$ cat config.mk
export PLATFORM = sky130hd
export DESIGN_NAME = fetch_unit_flat
export DESIGN_NICKNAME = d
export VERILOG_FILES = /design/src/rtl/fetch_unit_if.sv /design/src/rtl/fetch_unit.sv /design/src/flat_wrapper.sv
export SDC_FILE = /design/constraint.sdc
export NUM_CORES = 1
export LEC_CHECK = 0
export ABC_CLOCK_PERIOD_IN_PS = 1700
export CAP_MARGIN = 20
export CORE_ASPECT_RATIO = 0.5
export CORE_MARGIN = 2
export CORE_UTILIZATION = 30
export CTS_BUF_LIST = sky130_fd_sc_hd__clkbuf_8
export CTS_CLUSTER_SIZE = 40
export DETAILED_ROUTE_END_ITERATION = 6
export DONT_BUFFER_PORTS = 1
export GPL_ROUTABILITY_DRIVEN = 0
export GPL_TIMING_DRIVEN = 1
export PLACE_DENSITY = 0.51
export SETUP_SLACK_MARGIN = 0.2
export SYNTH_ARGS = -nofsm -noshare
export SYNTH_HDL_FRONTEND = slang
export SYNTH_SLANG_ARGS = --single-unit
$ cat constraint.sdc
create_clock -name clk -period 1.7 [get_ports clk]
set_input_delay 0.17 -clock clk [delete_from_list [all_inputs] [get_ports clk]]
set_output_delay 0.17 -clock clk [all_outputs]
set_load 0.01 [all_outputs]
$ cat src/rtl/fetch_unit_if.sv
// rtl/fetch_unit_if.sv - fetch stage handshake bundle: redirect, imem request/response, decode output
interface fetch_unit_if;
    logic        redirect_valid;
    logic [31:0] redirect_pc;
    logic        id_ready;
    logic        imem_req_valid;
    logic        imem_req_ready;
    logic [31:0] imem_addr;
    logic        imem_rsp_valid;
    logic [31:0] imem_rsp_data;
    logic        if_valid;
    logic [31:0] if_pc;
    logic [31:0] if_instr;

    modport master (
        input  redirect_valid, redirect_pc, id_ready,
        input  imem_req_ready, imem_rsp_valid, imem_rsp_data,
        output imem_req_valid, imem_addr,
        output if_valid, if_pc, if_instr
    );

    modport slave (
        output redirect_valid, redirect_pc, id_ready,
        output imem_req_ready, imem_rsp_valid, imem_rsp_data,
        input  imem_req_valid, imem_addr,
        input  if_valid, if_pc, if_instr
    );
endinterface

$ cat src/rtl/fetch_unit.sv
// rtl/fetch_unit.sv - RV32I fetch stage: PC, single outstanding imem request, valid/ready output register
module fetch_unit #(
    parameter logic [31:0] RESET_PC = 32'h0000_0000
) (
    input  logic          clk,
    input  logic          rst_n,
    fetch_unit_if.master  bus
);
    typedef enum logic [0:0] {S_REQ, S_WAIT} state_t;

    state_t      r_state, w_state_n;
    logic [31:0] r_pc, w_pc_n;
    logic [31:0] r_req_pc, w_req_pc_n;
    logic        r_kill, w_kill_n;
    logic        r_hold_valid, w_hold_valid_n;
    logic [31:0] r_hold_pc, w_hold_pc_n;
    logic [31:0] r_hold_instr, w_hold_instr_n;
    logic        r_if_valid, w_if_valid_n;
    logic [31:0] r_if_pc, w_if_pc_n;
    logic [31:0] r_if_instr, w_if_instr_n;

    logic w_req_valid;
    logic w_accept;
    logic w_out_xfer;
    logic w_out_free;

    // No new request while the hold buffer is occupied bounds buffering to two entries.
    assign w_req_valid = rst_n && (r_state == S_REQ) && !r_hold_valid;
    assign w_accept    = w_req_valid && bus.imem_req_ready;
    assign w_out_xfer  = r_if_valid && bus.id_ready;
    assign w_out_free  = !r_if_valid || bus.id_ready;

    assign bus.imem_req_valid = w_req_valid;
    assign bus.imem_addr      = r_pc;
    assign bus.if_valid       = r_if_valid;
    assign bus.if_pc          = r_if_pc;
    assign bus.if_instr       = r_if_instr;

    always_comb begin
        w_state_n      = r_state;
        w_pc_n         = r_pc;
        w_req_pc_n     = r_req_pc;
        w_kill_n       = r_kill;
        w_hold_valid_n = r_hold_valid;
        w_hold_pc_n    = r_hold_pc;
        w_hold_instr_n = r_hold_instr;
        w_if_valid_n   = r_if_valid;
        w_if_pc_n      = r_if_pc;
        w_if_instr_n   = r_if_instr;

        if (w_out_xfer) begin
            w_if_valid_n = 1'b0;
        end

        if (r_hold_valid && w_out_free) begin
            w_if_valid_n   = 1'b1;
            w_if_pc_n      = r_hold_pc;
            w_if_instr_n   = r_hold_instr;
            w_hold_valid_n = 1'b0;
        end

        case (r_state)
            S_REQ: begin
                if (w_accept) begin
                    w_req_pc_n = r_pc;
                    w_pc_n     = r_pc + 32'd4;
                    w_state_n  = S_WAIT;
                end
            end
            S_WAIT: begin
                if (bus.imem_rsp_valid) begin
                    w_state_n = S_REQ;
                    if (r_kill) begin
                        w_kill_n = 1'b0;
                    end else if (w_out_free) begin
                        w_if_valid_n = 1'b1;
                        w_if_pc_n    = r_req_pc;
                        w_if_instr_n = bus.imem_rsp_data;
                    end else begin
                        w_hold_valid_n = 1'b1;
                        w_hold_pc_n    = r_req_pc;
                        w_hold_instr_n = bus.imem_rsp_data;
                    end
                end
            end
            default: w_state_n = S_REQ;
        endcase

        // A redirect flushes everything younger; a response still in flight is marked for discard.
        if (bus.redirect_valid) begin
            w_pc_n         = {bus.redirect_pc[31:2], 2'b00};
            w_if_valid_n   = 1'b0;
            w_hold_valid_n = 1'b0;
            if (((r_state == S_WAIT) && !bus.imem_rsp_valid) || w_accept) begin
                w_kill_n = 1'b1;
            end
        end
    end

    always_ff @(posedge clk or negedge rst_n) begin
        if (!rst_n) begin
            r_state      <= S_REQ;
            r_pc         <= RESET_PC;
            r_req_pc     <= 32'h0;
            r_kill       <= 1'b0;
            r_hold_valid <= 1'b0;
            r_hold_pc    <= 32'h0;
            r_hold_instr <= 32'h0;
            r_if_valid   <= 1'b0;
            r_if_pc      <= 32'h0;
            r_if_instr   <= 32'h0;
        end else begin
            r_state      <= w_state_n;
            r_pc         <= w_pc_n;
            r_req_pc     <= w_req_pc_n;
            r_kill       <= w_kill_n;
            r_hold_valid <= w_hold_valid_n;
            r_hold_pc    <= w_hold_pc_n;
            r_hold_instr <= w_hold_instr_n;
            r_if_valid   <= w_if_valid_n;
            r_if_pc      <= w_if_pc_n;
            r_if_instr   <= w_if_instr_n;
        end
    end
endmodule

$ cat src/flat_wrapper.sv
// flat-port wrapper written by rule: the top's interface ports become plain ports
module fetch_unit_flat 
#(
    parameter logic [31:0] RESET_PC = 32'h0000_0000
)
  (clk, rst_n, bus_redirect_valid, bus_redirect_pc, bus_id_ready, bus_imem_req_ready, bus_imem_rsp_valid, bus_imem_rsp_data, bus_imem_req_valid, bus_imem_addr, bus_if_valid, bus_if_pc, bus_if_instr);
  fetch_unit_if bus_i ();
  input  logic clk;
  input  logic rst_n;
  input wire logic [$bits(bus_i.redirect_valid)-1:0] bus_redirect_valid;
  input wire logic [$bits(bus_i.redirect_pc)-1:0] bus_redirect_pc;
  input wire logic [$bits(bus_i.id_ready)-1:0] bus_id_ready;
  input wire logic [$bits(bus_i.imem_req_ready)-1:0] bus_imem_req_ready;
  input wire logic [$bits(bus_i.imem_rsp_valid)-1:0] bus_imem_rsp_valid;
  input wire logic [$bits(bus_i.imem_rsp_data)-1:0] bus_imem_rsp_data;
  output wire logic [$bits(bus_i.imem_req_valid)-1:0] bus_imem_req_valid;
  output wire logic [$bits(bus_i.imem_addr)-1:0] bus_imem_addr;
  output wire logic [$bits(bus_i.if_valid)-1:0] bus_if_valid;
  output wire logic [$bits(bus_i.if_pc)-1:0] bus_if_pc;
  output wire logic [$bits(bus_i.if_instr)-1:0] bus_if_instr;
  assign bus_i.redirect_valid = bus_redirect_valid;
  assign bus_i.redirect_pc = bus_redirect_pc;
  assign bus_i.id_ready = bus_id_ready;
  assign bus_i.imem_req_ready = bus_imem_req_ready;
  assign bus_i.imem_rsp_valid = bus_imem_rsp_valid;
  assign bus_i.imem_rsp_data = bus_imem_rsp_data;
  assign bus_imem_req_valid = bus_i.imem_req_valid;
  assign bus_imem_addr = bus_i.imem_addr;
  assign bus_if_valid = bus_i.if_valid;
  assign bus_if_pc = bus_i.if_pc;
  assign bus_if_instr = bus_i.if_instr;
  fetch_unit #(.RESET_PC(RESET_PC)) u_core (.clk(clk), .rst_n(rst_n), .bus(bus_i));
endmodule
== Yosys cells after proc, flatten, opt, wreduce, memory -nomap -nowiden ==
Cells that the tools add are included.

* Output and inout bits: 98
* Logic and storage cells: 63
* Input bits: 70
* Bits in registers: 196

* Reductions and logical operators: 15
* Muxes and demuxes: 33
* Bitwise gates (word level): 3
* Equality and inequality tests: 1
* $add $sub $neg: 1

{| class="wikitable"
|+ Operators by type and width
! cell !! count
|-
| $mux 32 || 13
|-
| $add 32x3->32 const B || 1
|-
| $mux 1 || 19
|-
| $logic_and 1x1->1 || 6
|-
| $reduce_and 2->1 || 2
|-
| $reduce_and 4->1 || 1
|-
| $logic_not 1->1 || 3
|-
| $not 1->1 || 3
|-
| $logic_or 1x1->1 || 2
|-
| $ne 2x2->1 const B || 1
|-
| $pmux 1 s2 || 1
|-
| $reduce_bool 2->1 || 1
|}

== Depth between registers and ports, before layout ==
* Depth in word-level cells: 9
* Mapped depth: 6
* Depth with buffers taken out: 5

== Worst setup path after synthesis ==
No wires, ideal clock.

* Path type: reg2reg
* From: register u_core.r_pc[2], in the netlist u_core.bus.imem_addr[2]
* To: register u_core.r_pc[26], in the netlist u_core.bus.imem_addr[26]
* Clock period less this slack: 1892 ps
* Setup time: 82 ps
* Setup slack: -192 ps
* Required time: 1618 ps
* Arrival time: 1810 ps
* Cell stages (with the launch flop): 6
* Path buffers: 0
* Path through: dfrtp_1 -> ha_1 -> and3_2 -> nand4_1 -> or4_2 -> a31oi_1

* Word-level cells in the longest chain between the ends: 4

{| class="wikitable"
|+ RTL lines
! what !! line !! RTL
|-
| from (decl) || fetch_unit.sv:12 || <nowiki>logic [31:0] r_pc, w_pc_n;</nowiki>
|-
| from (signal assigned) || fetch_unit.sv:114 || <nowiki>r_pc <= w_pc_n;</nowiki>
|-
| $add 32x3->32 || fetch_unit.sv:66 || <nowiki>w_pc_n = r_pc + 32'd4;</nowiki>
|-
| $mux 32 || fetch_unit.sv:64 || <nowiki>if (w_accept) begin</nowiki>
|-
| $mux 32 || fetch_unit.sv:62 || <nowiki>case (r_state)</nowiki>
|-
| $mux 32 || fetch_unit.sv:90 || <nowiki>if (bus.redirect_valid) begin</nowiki>
|}

No other way between the ends. The select of a mux whose other input is x is not followed.
A chain may end at the register's enable or synchronous reset.

== Worst setup path after layout ==
* From: register u_core.r_hold_valid
* To: register u_core.r_pc[28], in the netlist u_core.bus.imem_addr[28]

* Word-level cells in the longest chain between the ends: 5

{| class="wikitable"
|+ RTL lines
! what !! line !! RTL
|-
| from (decl) || fetch_unit.sv:15 || <nowiki>logic r_hold_valid, w_hold_valid_n;</nowiki>
|-
| from (signal assigned) || fetch_unit.sv:117 || <nowiki>r_hold_valid <= w_hold_valid_n;</nowiki>
|-
| $logic_not 1->1 || fetch_unit.sv:28 || <nowiki>assign w_req_valid = rst_n && (r_state == S_REQ) && !r_hold_valid;</nowiki>
|-
| $logic_and 1x1->1 || fetch_unit.sv:28 ||
|-
| $logic_and 1x1->1 || fetch_unit.sv:29 || <nowiki>assign w_accept = w_req_valid && bus.imem_req_ready;</nowiki>
|-
| $reduce_bool 2->1 (no line) || n/a ||
|-
| $reduce_and 2->1 (no line) || n/a ||
|}

No other way between the ends.

==> flow_metrics.py <==
metrics = {
    "run_status": {
        "status": "finished with violations",
        "violations": "negative hold slack, negative setup slack",
    },
    "setup_path": {
        "worst_setup_path_start_kind": "flip-flop",
        "timing.critical_path.buf_inv": 1,
        "critPathKind": "flip-flop to flip-flop",
        "reg2reg_from": "u_core.r_hold_valid",
        "rrSetupSlack_ps": -110,
        "crit_chain": "and4bb_4 > nand4_1 > buf_4 > or4_1 > a31oi_1",
        "reg2reg_depth": 5,
        "critPathMaxStageDelay_ps": 400,
        "required_ps": 2120,
        "cp-end-kind": "flip-flop",
        "slowest_stage": "dfrtp_1",
        "timing.rr.end": "u_core.bus.imem_addr[28]",
        "critPathArrivalTime_ps": 2230,
        "crit_fanout": 4,
        "crit_family": "simple AND/OR/NAND/NOR gates",
    },
    "synthesis": {
        "synth_area_um2": 8040,
        "yosys_warnings": 0,
        "synth_area_per_cell_um2": 11.5,
        "syn-instance-count": 698,
        "synth.distinct_cells": 50,
        "synth_xor_area_share_pct": 0.981,
        "synth_top_family_by_area": "multiplexers",
        "ys_async_sr_fraction_pct": 100,
        "synthAdderAreaFrac_pct": 0.156,
        "synth_edf_count": 0,
        "synth_compound_area_share_pct": 12.8,
        "synth_seq_cells": 190,
        "synthMuxAreaShare_pct": 13.0,
        "synthSimpleGateAreaFrac_pct": 11.0,
        "seq_area_frac_synth_pct": 59.2,
        "synthFlopType": "dfrtp_1",
    },
    "job": {
        "maxCapViolations": 0,
    },
    "floorplanning": {
        "die-area_um2": 28200,
        "die_w_um": 235,
        "initial_core_util_pct": 30.5,
        "chipHeight_um": 120,
        "ioPinCount": 168,
        "rows": 42,
        "coreArea_um2": 26400,
    },
    "grt": {
        "grt_max_degree": 193,
        "antenna_found_initial": 0,
        "grt_pass1_vias": 6412,
        "grt_overflow": 0,
        "grt_util_all_layers_pct": 17.7,
        "grt_pass1_wl_um": 38100,
    },
    "sta": {
        "slew_headroom_pct": 64.0,
        "worst_slew_pin_slew_ps": 540,
        "finalMaxSlewViolations": 0,
        "setup_slack_ps": -112,
        "finClkSkew_ps": 16.0,
        "hold_slack_ps": -641,
        "min_period_ps": 1810,
        "fmax_mhz": 552,
        "rsz0062_at_grt": "yes",
        "hold_violations": 190,
        "finalSetupViolCount": 29,
        "period_share_pct": 107,
    },
    "route": {
        "drt-wirelength-per-cell_um": 21.5,
        "vias": 6442,
        "drc": 0,
        "drt-pass1-iter-count": 4,
        "drt_iter0_drc": 492,
        "ant_nets": 0,
        "postRouteWirelength_um": 26600,
        "viasPerCell": 5.20,
    },
    "cts": {
        "clock_path_buffers": 2,
        "cts_tree": "done",
        "cts.sinks": 190,
        "cts_root_buffer": "clkbuf_8",
        "clk_pin_slew_ps": 110,
        "htree_num_levels": 4,
        "cts-buffers-inserted": 17,
        "clk_latency_ps": 500,
    },
    "power": {
        "p_total_mw": 12.8,
        "vdd_drop_max_uv": 589,
        "power.density_nw_per_um2": 1040,
        "p_leak_nw": 5.02,
    },
    "place": {
        "io_buffers": 0,
        "placed_area_um2": 8890,
        "placedCellCount": 1070,
        "hpwl_um": 14700,
    },
    "cells_and_area": {
        "area_growth_pct": 52.5,
        "drive_gt1_share_pct": 45.0,
        "fin_area_um2": 12300,
        "instances_no_fill": 1239,
        "final_util_pct": 46.5,
        "nets": 945,
        "num_antenna_cells": 0,
    },
    "hold_path": {
        "hold_class": "primary input to async pin",
    },
}
layer usage:
metal | up-vias | global-route usage [%] | wire length (um)
met5 | - | 0 | 0
met4 | 0 | 6.05 | 471
met3 | 29 | 4.53 | 1160
met2 | 127 | 28.7 | 13000
met1 | 3374 | 23.0 | 12000
li1 | 2912 | - | -
final cells by class:
cell class                      count  area (um2)
Tap cell                          352         440
Clock inverter                     15         183
Inverter                            7        26.3
Timing Repair Buffer              203        2380
Multi-Input combinational cell    455        4220
Fill cell                        2338       14100
Sequential cell                   190        4770
Clock buffer                       17         234
worst max path at each step:
stage | start | endpoint | cells past startpoint
3_3_place_gp | u_core.r_hold_valid | u_core.bus.imem_addr[24] | 4
4_1_cts | u_core.r_state | u_core.bus.imem_addr[24] | 4
3_5_place_dp | u_core.r_hold_valid | u_core.bus.imem_addr[24] | 4
2_1_floorplan | u_core.bus.imem_addr[23] | u_core.bus.imem_addr[31] | 4
5_1_grt | u_core.r_hold_valid | u_core.bus.imem_addr[24] | 4
6_report | u_core.r_hold_valid | u_core.bus.imem_addr[28] | 5
synth_stat cells, types with 6 or more instances:
cell type  count  area share, %
nand4_1       14            1.1
o21ai_0       19            1.2
inv_1          6           0.28
nor2_1        81            3.8
or3_1         10           0.78
and4_1         6           0.65
nand2_1       23            1.1
dfrtp_1      190             59
a31oi_1       16            1.2
or4_1          7           0.65
a21oi_1       63            3.9
mux2_2        92             13
nand3_1        9           0.56
o31ai_1        7           0.65
xor2_1         6           0.65
clkbuf_1      27            1.3
o22ai_1       62            4.8
buf_2         13           0.81
per-stage QoR:
| step | worst slack [ps] | hold slack [ps] | TNS [ps] |
|---|---|---|---|
| after floorplan | -79.5 | -126 | -144 |
| after global placement | -82.9 | -117 | -292 |
| after detailed placement | -102 | -117 | -397 |
| after CTS | -71.5 | -678 | -557 |
| after global routing | -194 | -691 | -3660 |
| final | -112 | -641 | -608 |
sequential cells by signal, summed over array words and instances, names as in the netlist:
| register | count |
|---|---|
| u_core.r_hold_valid | 1 |
| u_core.bus.if_pc | 32 |
| u_core.r_hold_instr | 32 |
| u_core.r_req_pc | 30 |
| u_core.bus.if_instr | 32 |
| u_core.bus.imem_addr | 30 |
| u_core.bus.if_valid | 1 |
| u_core.r_kill | 1 |
| u_core.r_hold_pc | 30 |
| u_core.r_state | 1 |
what timing repair did:
action | CTS | global route
setup endpoints to repair | 160 | 186
hold buffers | 56 | 12
pin swaps | 20 | 146
cloned | 12 | 8
setup buffers | 28 | 21
hold endpoints to repair | 288 | 214
gates resized for setup | 71 | 204
placed cells by master, fill, tap and decap left out, drive strengths merged, types with 3 or more instances in the layout:
cell	instances
nand2	23
a21oi	63
nor2b	3
buf	129
o211ai	3
o22ai	62
a31oi	16
or4	10
mux2	92
dfrtp	190
nor3	3
xnor2	3
o21ai	19
clkinv	7
and4	6
o31ai	7
nand4	16
nand3	11
xor2	6
clkbuf	24
or3	10
dlygate4sd3	67
nor2	81
inv	12
logic make-up after synthesis:
logic type               count (synthesis)
AO/OA/AOI/OAI                          176
XOR/XNOR                                 9
adder cells (fa/ha/maj)                  1
buffers and inverters                   55
flip-flops                             190
multiplexers                            93
other                                    1
AND/OR/NAND/NOR                        173
report_power, final:
group | total [mW] | internal, mW | switching [mW]
Clock | 3.20 | 1.36 | 1.84
Sequential | 7.05 | 5.63 | 1.42
Combinational | 2.55 | 1.41 | 1.14
worst reg2reg max path: stages (launching register included):
cell and delay [ps]:
dfrtp_1 400, and4bb_4 380, nand4_1 210, buf_4 210, or4_1 390, a31oi_1 140
No activity file was read; power rests on OpenSTA's default activity.
